`config.mk`:
```
export PLATFORM = sky130hd
export DESIGN_NAME = cordic_polar_post_flat
export DESIGN_NICKNAME = d
export VERILOG_FILES = /design/src/rtl/cordic_polar_post_if.sv /design/src/rtl/cordic_polar_post.sv /design/src/flat_wrapper.sv
export SDC_FILE = /design/constraint.sdc
export NUM_CORES = 1
export LEC_CHECK = 0
export BUFFER_PORTS_ARGS = -buffer_cell sky130_fd_sc_hd__buf_2
export CORE_MARGIN = 2
export CORE_UTILIZATION = 60
export CTS_CLUSTER_SIZE = 10
export DETAILED_ROUTE_END_ITERATION = 16
export HOLD_SLACK_MARGIN = 0.05
export PLACE_DENSITY = 0.82
export SLEW_MARGIN = 30
export SYNTH_ARGS = -nofsm -noshare
export SYNTH_HDL_FRONTEND = slang
export SYNTH_SLANG_ARGS = --single-unit
```
`constraint.sdc`:
```
create_clock -name clk -period 12.1 [get_ports clk]
set_input_delay 2.42 -clock clk [delete_from_list [all_inputs] [get_ports clk]]
set_output_delay 2.42 -clock clk [all_outputs]
set_load 0.02 [all_outputs]
```
`src/rtl/cordic_polar_post_if.sv`:
```
// Handshake and sample bundle between the vectoring CORDIC, the polar
// post-processing stage and its consumer.
interface cordic_polar_post_if #(
  parameter int W = 16
);
  logic         in_valid;
  logic [W-1:0] mag_in;
  logic [W-1:0] theta_in;
  logic         in_ack;
  logic         out_valid;
  logic [W-1:0] mag_out;
  logic [W-1:0] theta_deg_out;
  logic         out_ack;

  modport master (
    output in_valid, mag_in, theta_in, out_ack,
    input  in_ack, out_valid, mag_out, theta_deg_out
  );

  modport slave (
    input  in_valid, mag_in, theta_in, out_ack,
    output in_ack, out_valid, mag_out, theta_deg_out
  );
endinterface

```
`src/rtl/cordic_polar_post.sv`:
```
// Removes the CORDIC gain from the raw magnitude and converts the angle from
// radians to degrees using two bit-serial shift-add constant multipliers.
module cordic_polar_post #(
  parameter int           W         = 16,
  parameter logic [W-1:0] KINV      = 16'h26DD,
  parameter logic [W-1:0] DEG_K     = 16'h394C,
  parameter int           MAG_SHIFT = 14,
  parameter int           DEG_SHIFT = 15
) (
  input logic               clk,
  input logic               rst_n,
  cordic_polar_post_if.slave bus
);

  localparam int AW = 32;

  typedef enum logic [1:0] {IDLE, MUL, DONE} state_t;

  state_t               state, state_nxt;
  logic                 armed;
  logic [3:0]           cnt;
  logic                 mul_last;
  logic signed [W-1:0]  op_m, op_t;
  logic signed [AW-1:0] acc_m, acc_t;
  logic signed [AW-1:0] term_m, term_t;
  logic signed [AW-1:0] rnd_m, rnd_t;
  logic                 capture;

  assign capture = (state == IDLE) && bus.in_valid && armed;

  // NOTE: sequential state uses non-blocking assignments so every register
  // samples pre-edge values regardless of process ordering.
  always_ff @(posedge clk or negedge rst_n) begin
    if (!rst_n) state <= IDLE;
    else        state <= state_nxt;
  end

  // NOTE: every combinational output gets a default first so no path through
  // the case statement can infer a latch.
  always_comb begin
    state_nxt = state;
    case (state)
      IDLE:    if (capture)     state_nxt = MUL;
      MUL:     if (mul_last)    state_nxt = DONE;
      DONE:    if (bus.out_ack) state_nxt = IDLE;
      default:                  state_nxt = IDLE;
    endcase
  end

  // in_ack marks the single cycle following the capture edge; cnt wraps back
  // to zero on the finishing cycle, so mul_last distinguishes the two.
  always_comb begin
    bus.in_ack    = (state == MUL) && (cnt == 4'd0) && !mul_last;
    bus.out_valid = (state == DONE);
  end

  // Partial products: operand sign-extended, weighted by the current bit index.
  always_comb begin
    term_m = AW'(op_m) <<< cnt;
    term_t = AW'(op_t) <<< cnt;
  end

  // Round half up; the arithmetic shift floors negative results.
  always_comb begin
    rnd_m = (acc_m + (AW'(1) <<< (MAG_SHIFT - 1))) >>> MAG_SHIFT;
    rnd_t = (acc_t + (AW'(1) <<< (DEG_SHIFT - 1))) >>> DEG_SHIFT;
  end

  always_ff @(posedge clk or negedge rst_n) begin
    if (!rst_n) begin
      armed             <= 1'b0;
      cnt               <= '0;
      mul_last          <= 1'b0;
      op_m              <= '0;
      op_t              <= '0;
      acc_m             <= '0;
      acc_t             <= '0;
      bus.mag_out       <= '0;
      bus.theta_deg_out <= '0;
    end else begin
      // armed only re-arms once upstream valid has been seen low, so a valid
      // level that outlives in_ack is not captured twice.
      if (capture)            armed <= 1'b0;
      else if (!bus.in_valid) armed <= 1'b1;

      case (state)
        IDLE: begin
          if (capture) begin
            op_m     <= bus.mag_in;
            op_t     <= bus.theta_in;
            acc_m    <= '0;
            acc_t    <= '0;
            cnt      <= '0;
            mul_last <= 1'b0;
          end
        end
        MUL: begin
          if (!mul_last) begin
            if (KINV[cnt])  acc_m <= acc_m + term_m;
            if (DEG_K[cnt]) acc_t <= acc_t + term_t;
            cnt <= cnt + 4'd1;
            if (cnt == 4'd15) mul_last <= 1'b1;
          end else begin
            bus.mag_out       <= rnd_m[W-1:0];
            bus.theta_deg_out <= rnd_t[W-1:0];
            mul_last          <= 1'b0;
          end
        end
        default: ;
      endcase
    end
  end

endmodule

```
`src/flat_wrapper.sv`:
```
// flat-port wrapper written by rule: the top's interface ports become plain ports
module cordic_polar_post_flat 
#(
  parameter int           W         = 16,
  parameter logic [W-1:0] KINV      = 16'h26DD,
  parameter logic [W-1:0] DEG_K     = 16'h394C,
  parameter int           MAG_SHIFT = 14,
  parameter int           DEG_SHIFT = 15
)
  (clk, rst_n, bus_in_valid, bus_mag_in, bus_theta_in, bus_out_ack, bus_in_ack, bus_out_valid, bus_mag_out, bus_theta_deg_out);
  cordic_polar_post_if #(.W(W)) bus_i ();
  input logic clk;
  input logic rst_n;
  input wire logic [$bits(bus_i.in_valid)-1:0] bus_in_valid;
  input wire logic [$bits(bus_i.mag_in)-1:0] bus_mag_in;
  input wire logic [$bits(bus_i.theta_in)-1:0] bus_theta_in;
  input wire logic [$bits(bus_i.out_ack)-1:0] bus_out_ack;
  output wire logic [$bits(bus_i.in_ack)-1:0] bus_in_ack;
  output wire logic [$bits(bus_i.out_valid)-1:0] bus_out_valid;
  output wire logic [$bits(bus_i.mag_out)-1:0] bus_mag_out;
  output wire logic [$bits(bus_i.theta_deg_out)-1:0] bus_theta_deg_out;
  assign bus_i.in_valid = bus_in_valid;
  assign bus_i.mag_in = bus_mag_in;
  assign bus_i.theta_in = bus_theta_in;
  assign bus_i.out_ack = bus_out_ack;
  assign bus_in_ack = bus_i.in_ack;
  assign bus_out_valid = bus_i.out_valid;
  assign bus_mag_out = bus_i.mag_out;
  assign bus_theta_deg_out = bus_i.theta_deg_out;
  cordic_polar_post #(.W(W), .KINV(KINV), .DEG_K(DEG_K), .MAG_SHIFT(MAG_SHIFT), .DEG_SHIFT(DEG_SHIFT)) u_core (.clk(clk), .rst_n(rst_n), .bus(bus_i));
endmodule
```
* Word-level counts from Yosys, hierarchy flattened *
Memories as Yosys holds them, arrays and structs flattened.
Cells that the tools add are included.
W data, S select, Z words.

word-level totals
  bits in read-only memories = 32
  latch bits = 0
  memories kept = 2
  input port bits = 36
  output and inout bits = 34
  register bits after elaboration = 136
  word-level logic and storage cells = 67
  RAM bits = 0

memory list
  name             words  bits a word  read ports  clocked after Yosys merged registers in  write ports  RTL line                  text
  (no name shown)  16     1            1           0                                        0            cordic_polar_post.sv:99   if (KINV[cnt]) acc_m <= acc_m + term_m;
  (no name shown)  16     1            1           0                                        0            cordic_polar_post.sv:100  if (DEG_K[cnt]) acc_t <= acc_t + term_t;

cells by class
  bitwise operators = 0
  order comparisons = 1
  equality and inequality tests = 10
  multiply operators = 0
  add/sub/neg operators = 5
  reductions and logical operators = 15
  shift operators = 2
  muxes and demuxes = 22
  divide/modulo/power cells = 0

operator list
  kind                      count
  $mux W32                  5
  $pmux W32 S2              2
  $add A32 B32 Y32          2
  $sshl A16 B4 Y32          2
  $add A31 B16 Y31 const B  1
  $add A30 B15 Y30 const B  1
  $mux W4                   2
  $ne A2 B2 Y1 const B      4
  $pmux W4 S2               1
  $reduce_and A4 Y1         2
  $mux W1                   7
  $mux W2                   3
  $ne A2 B1 Y1 const B      3
  $pmux W2 S3               1
  $reduce_and A2 Y1         3
  $reduce_and A3 Y1         2
  $lt A4 B5 Y1 const B      1
  $add A4 B1 Y4 const B     1
  $eq A4 B4 Y1 const B      1
  $logic_and A1 B1 Y1       4
  $logic_not A4 Y1          1
  $eq A2 B1 Y1 const B      1
  $eq A2 B2 Y1 const B      1
  $logic_not A2 Y1          1
  other kinds (3)           3

* Logic depth before layout (Yosys ltp) *
  depth in word-level cells = 5
  gate-level depth with buffers = 20
  mapped depth without buffers = 17

* Worst setup path after synthesis *
OpenSTA, ideal clock, no wires.

  path type = reg2out
  start point = register u_core.cnt[0]
  end point = output bus_in_ack
  path slack = 7944 ps
  data required time = 9680 ps
  data arrival time = 1736 ps
  stages on the path, launching flop included = 7
  buffers on the path = 2
  cells stage by stage = dfrtp_1 buf_2 clkinv_1 clkbuf_1 ha_1 inv_1 nor3_1

between the ends
  cells in the longest elaborated chain, start to end = 3

ends and longest elaborated chain
  element                            RTL line                  text
  from (decl)                        cordic_polar_post.sv:21   logic [3:0] cnt;
  from (signal assigned)             cordic_polar_post.sv:101  cnt <= cnt + 4'd1;
  $logic_not A4 Y1                   cordic_polar_post.sv:53   bus.in_ack = (state == MUL) && (cnt == 4'd0) && !mul_last;
  $logic_and A1 B1 Y1 (2 in series)  cordic_polar_post.sv:53
  to (decl)                          flat_wrapper.sv:18        output wire logic [$bits(bus_i.in_ack)-1:0] bus_in_ack;

No other way between the ends.

* Final worst setup path *
  start point = register u_core.cnt[1]
  end point = register u_core.acc_t[30]

between the ends
  cells in the longest elaborated chain, start to end = 5
  elaborated cells on any way between the ends = 9
  classes of those cells = add/sub (1); eq/ne (1); shift (1); mux (4); reduce/logical (1); memory (1)

ends and longest elaborated chain
  element               RTL line                  text
  $sshl A16 B4 Y32      cordic_polar_post.sv:60   term_t = AW'(op_t) <<< cnt;
  $add A32 B32 Y32      cordic_polar_post.sv:100
  $mux W32              cordic_polar_post.sv:100
  $mux W32              cordic_polar_post.sv:98   if (!mul_last) begin
  $pmux W32 S2          cordic_polar_post.sv:86   case (state)
  to (signal assigned)  cordic_polar_post.sv:100
  to (decl)             cordic_polar_post.sv:24   logic signed [AW-1:0] acc_m, acc_t;

Several ways; a longest one is shown, not always the timed one. The select of a mux whose other input is x is not followed.
A chain may end at the register's enable or synchronous reset.

==> flow_summary.json <==
{
  "ys_seq_area_share_pct": 32.6,
  "die_area_um2": 18100,
  "antenna_cells": 0,
  "crit_required_ps": 12420,
  "dp_hpwl_um": 17500,
  "insertion_delay_ps": 430,
  "worst_pin_slew_ps": 882,
  "r2r-start": "u_core.cnt[1]",
  "netlist.area_leader.share_pct": 32.6,
  "drc_errors": 0,
  "vias_per_cell": 6.04,
  "cts_resized": 0,
  "cts_sinks": 133,
  "clock.fmax_ghz": 0.202,
  "grt_pass1_vias": 8131,
  "synth_top_family_by_area": "compound AO/OA/AOI/OAI gates",
  "clockBufferDepth": 2,
  "finalCriticalPeriod_ps": 4940,
  "syn_area_per_cell_um2": 8.01,
  "hold_start": "u_core.bus.theta_deg_out[10]",
  "grtUsageTotal_pct": 27.1,
  "synth_cell_types": 66,
  "hold_depth": 2,
  "drv_slew": 0,
  "timing.rr.end": "u_core.acc_t[30]",
  "die_w_um": 134,
  "synth_adder_area_share_pct": 8.37,
  "cts-root-buf": "clkbuf_16",
  "slew_headroom_pct": 41.2,
  "grt_max_degree": 85,
  "finish.net_count": 1400,
  "hold_viol": 0,
  "synthMuxAreaShare_pct": 6.20,
  "synth-seq-cells": 133,
  "use_met1_pct": 41.3,
  "setup_viol": 0,
  "startpoint_type": "register",
  "busiest_layer": "met1",
  "grt_remaining_overflow": 0,
  "cp.arrival_ps": 5260,
  "final_cell_mix": "nand2_1, dfrtp_1, o21ai_0",
  "crit_type": "reg -> reg",
  "die_h_um": 134,
  "clkTransAtPathRegs_ps": 60,
  "grt_pass1_wl_um": 39800,
  "syn_nets": 1376,
  "cts_tree": "built",
  "synthSimpleGateAreaFrac_pct": 20.2,
  "skew_ps": 9.80,
  "placed_area_um2": 10600,
  "initial_core_util_pct": 61.5,
  "max_cap_violations": 0,
  "cp_max_fo": 26,
  "hp-class": "reg -> reg",
  "postCtsSetupBuffers": 0,
  "whs_endpoint": "u_core.bus.theta_deg_out[10]",
  "synth_edf_count": 0,
  "end_kind": "register",
  "vias": 9237,
  "numCtsBuffers": 17,
  "core_um2": 16600,
  "finalCritPeriodShare_pct": 40.8,
  "grt_antenna_before_repair": 0,
  "r2r_setup_slack_ps": 7160,
  "synth_compound_area_share_pct": 21.5,
  "wl_per_cell_um": 15.7,
  "wl_um": 24100,
  "htreeDepth": 4,
  "rsz0062_at_grt": "false",
  "place.gp.congestion": 0.993,
  "final_common_cell": "nand2_1",
  "grt_use_met2_pct": 40.8,
  "firstDrtPassIters": 6,
  "async_flop_share_pct": 100,
  "antenna_left": 0,
  "tns_ps": 0,
  "fin_area_um2": 11200,
  "netlist_instances": 1273,
  "worstRegToRegCells": 16,
  "yosys_most_used_dff": "dfrtp_1",
  "numPortBuffers": 69,
  "status": "complete, no violations",
  "yosys-top-cells-area": "dfrtp_1, nand2_1, ha_1, o21ai_0, a21oi_1",
  "yosysTopAreaCell": "dfrtp_1",
  "yosysWarnings": 0,
  "ctsHoldBuffers": 0,
  "drt-initial-drc-count": 773,
  "drive_gt1_share_pct": 11.3,
  "fp-row-count": 47,
  "syn_to_final_growth_pct": 9.59,
  "io_pins": 70,
  "met3_usage_pct": 3.70,
  "synth_xor_area_share_pct": 6.96,
  "syn-cell-area_um2": 10200
}
[state kept, by name, indices dropped and copies added (netlist names)]
register	cells
u_core.mul_last	1
u_core.cnt	4
u_core.bus.mag_out	16
u_core.op_m	16
u_core.acc_t	31
u_core.op_t	16
u_core.bus.theta_deg_out	16
u_core.state	2
u_core.acc_m	30
u_core.armed	1
[cells by family after synthesis]
family,count (synthesis)
XOR/XNOR,81
AO/OA/AOI/OAI,360
flip-flops,133
AND/OR/NAND/NOR,473
adder cells (fa/ha/maj),67
buffers and inverters,105
multiplexers,54
[worst max-delay path by stage]
stage / start / end / cells after the start
3_5_place_dp: u_core.cnt[1] / u_core.acc_t[30] / 16
5_1_grt: u_core.cnt[1] / u_core.acc_t[30] / 16
2_1_floorplan: u_core.cnt[0] / bus_in_ack / 6
4_1_cts: u_core.cnt[1] / u_core.acc_t[30] / 16
6_report: u_core.cnt[1] / u_core.acc_t[30] / 16
3_3_place_gp: u_core.cnt[1] / u_core.acc_t[30] / 16
[final cells by class]
class / count / area (um2)
multi-input combinational: 1035 / 6460
inverter: 32 / 120
clock buffer: 18 / 439
clock inverter: 14 / 128
tap: 220 / 275
sequential: 133 / 3330
timing repair buffer: 78 / 419
fill: 1390 / 5410
[cells in the mapped netlist, types with 6 or more instances]
library cell,n
a21oi_1,105
o21bai_1,6
and3_1,15
dfrtp_1,133
or3_1,8
a21o_1,34
o21ai_1,6
mux2_2,13
buf_1,10
clkbuf_1,55
o22ai_1,8
nand2_1,221
inv_1,31
nand4_1,13
o31ai_1,7
ha_1,65
mux4_2,6
xor2_1,45
nor2b_1,9
o21ai_0,124
xnor2_1,36
nand2b_1,11
mux2i_1,35
nand3_1,79
a31oi_1,7
a211oi_1,15
o211ai_1,8
nor2_1,92
nor3_1,15
[worst max-delay path, stage by stage, from the launching register on]
cell,delay [ps]
dfrtp_1,920
buf_4,430
mux2_2,380
o21ai_0,280
nor2_1,70
a21oi_1,200
mux2i_1,130
ha_1,420
a21o_1,200
a21o_1,190
a2111oi_0,470
o2111ai_1,310
nand2_2,210
o2111ai_2,150
xor2_1,190
o21bai_1,80
a22o_1,180
[through the flow]
step	hold slack [ps]	setup slack, ps	util (%)	cells
3_5_place_dp	464	7250	63.9	1498
6_report	470	7160	67.4	1530
2_1_floorplan	450	7940	-	1273
5_1_grt	494	6810	67.4	1530
3_3_place_gp	458	7530	63.9	1498
4_1_cts	477	7220	67.4	1530
[layer usage]
metal / vias to the layer above / share of wire (%)
li1: 4584 / -
met1: 4298 / 49
met2: 327 / 43
met3: 28 / 6.3
met4: 0 / 1.4
met5: - / 0
Power is not shown: default switching activity piles up to over one toggle a cycle in this logic, so the estimate is an artifact.
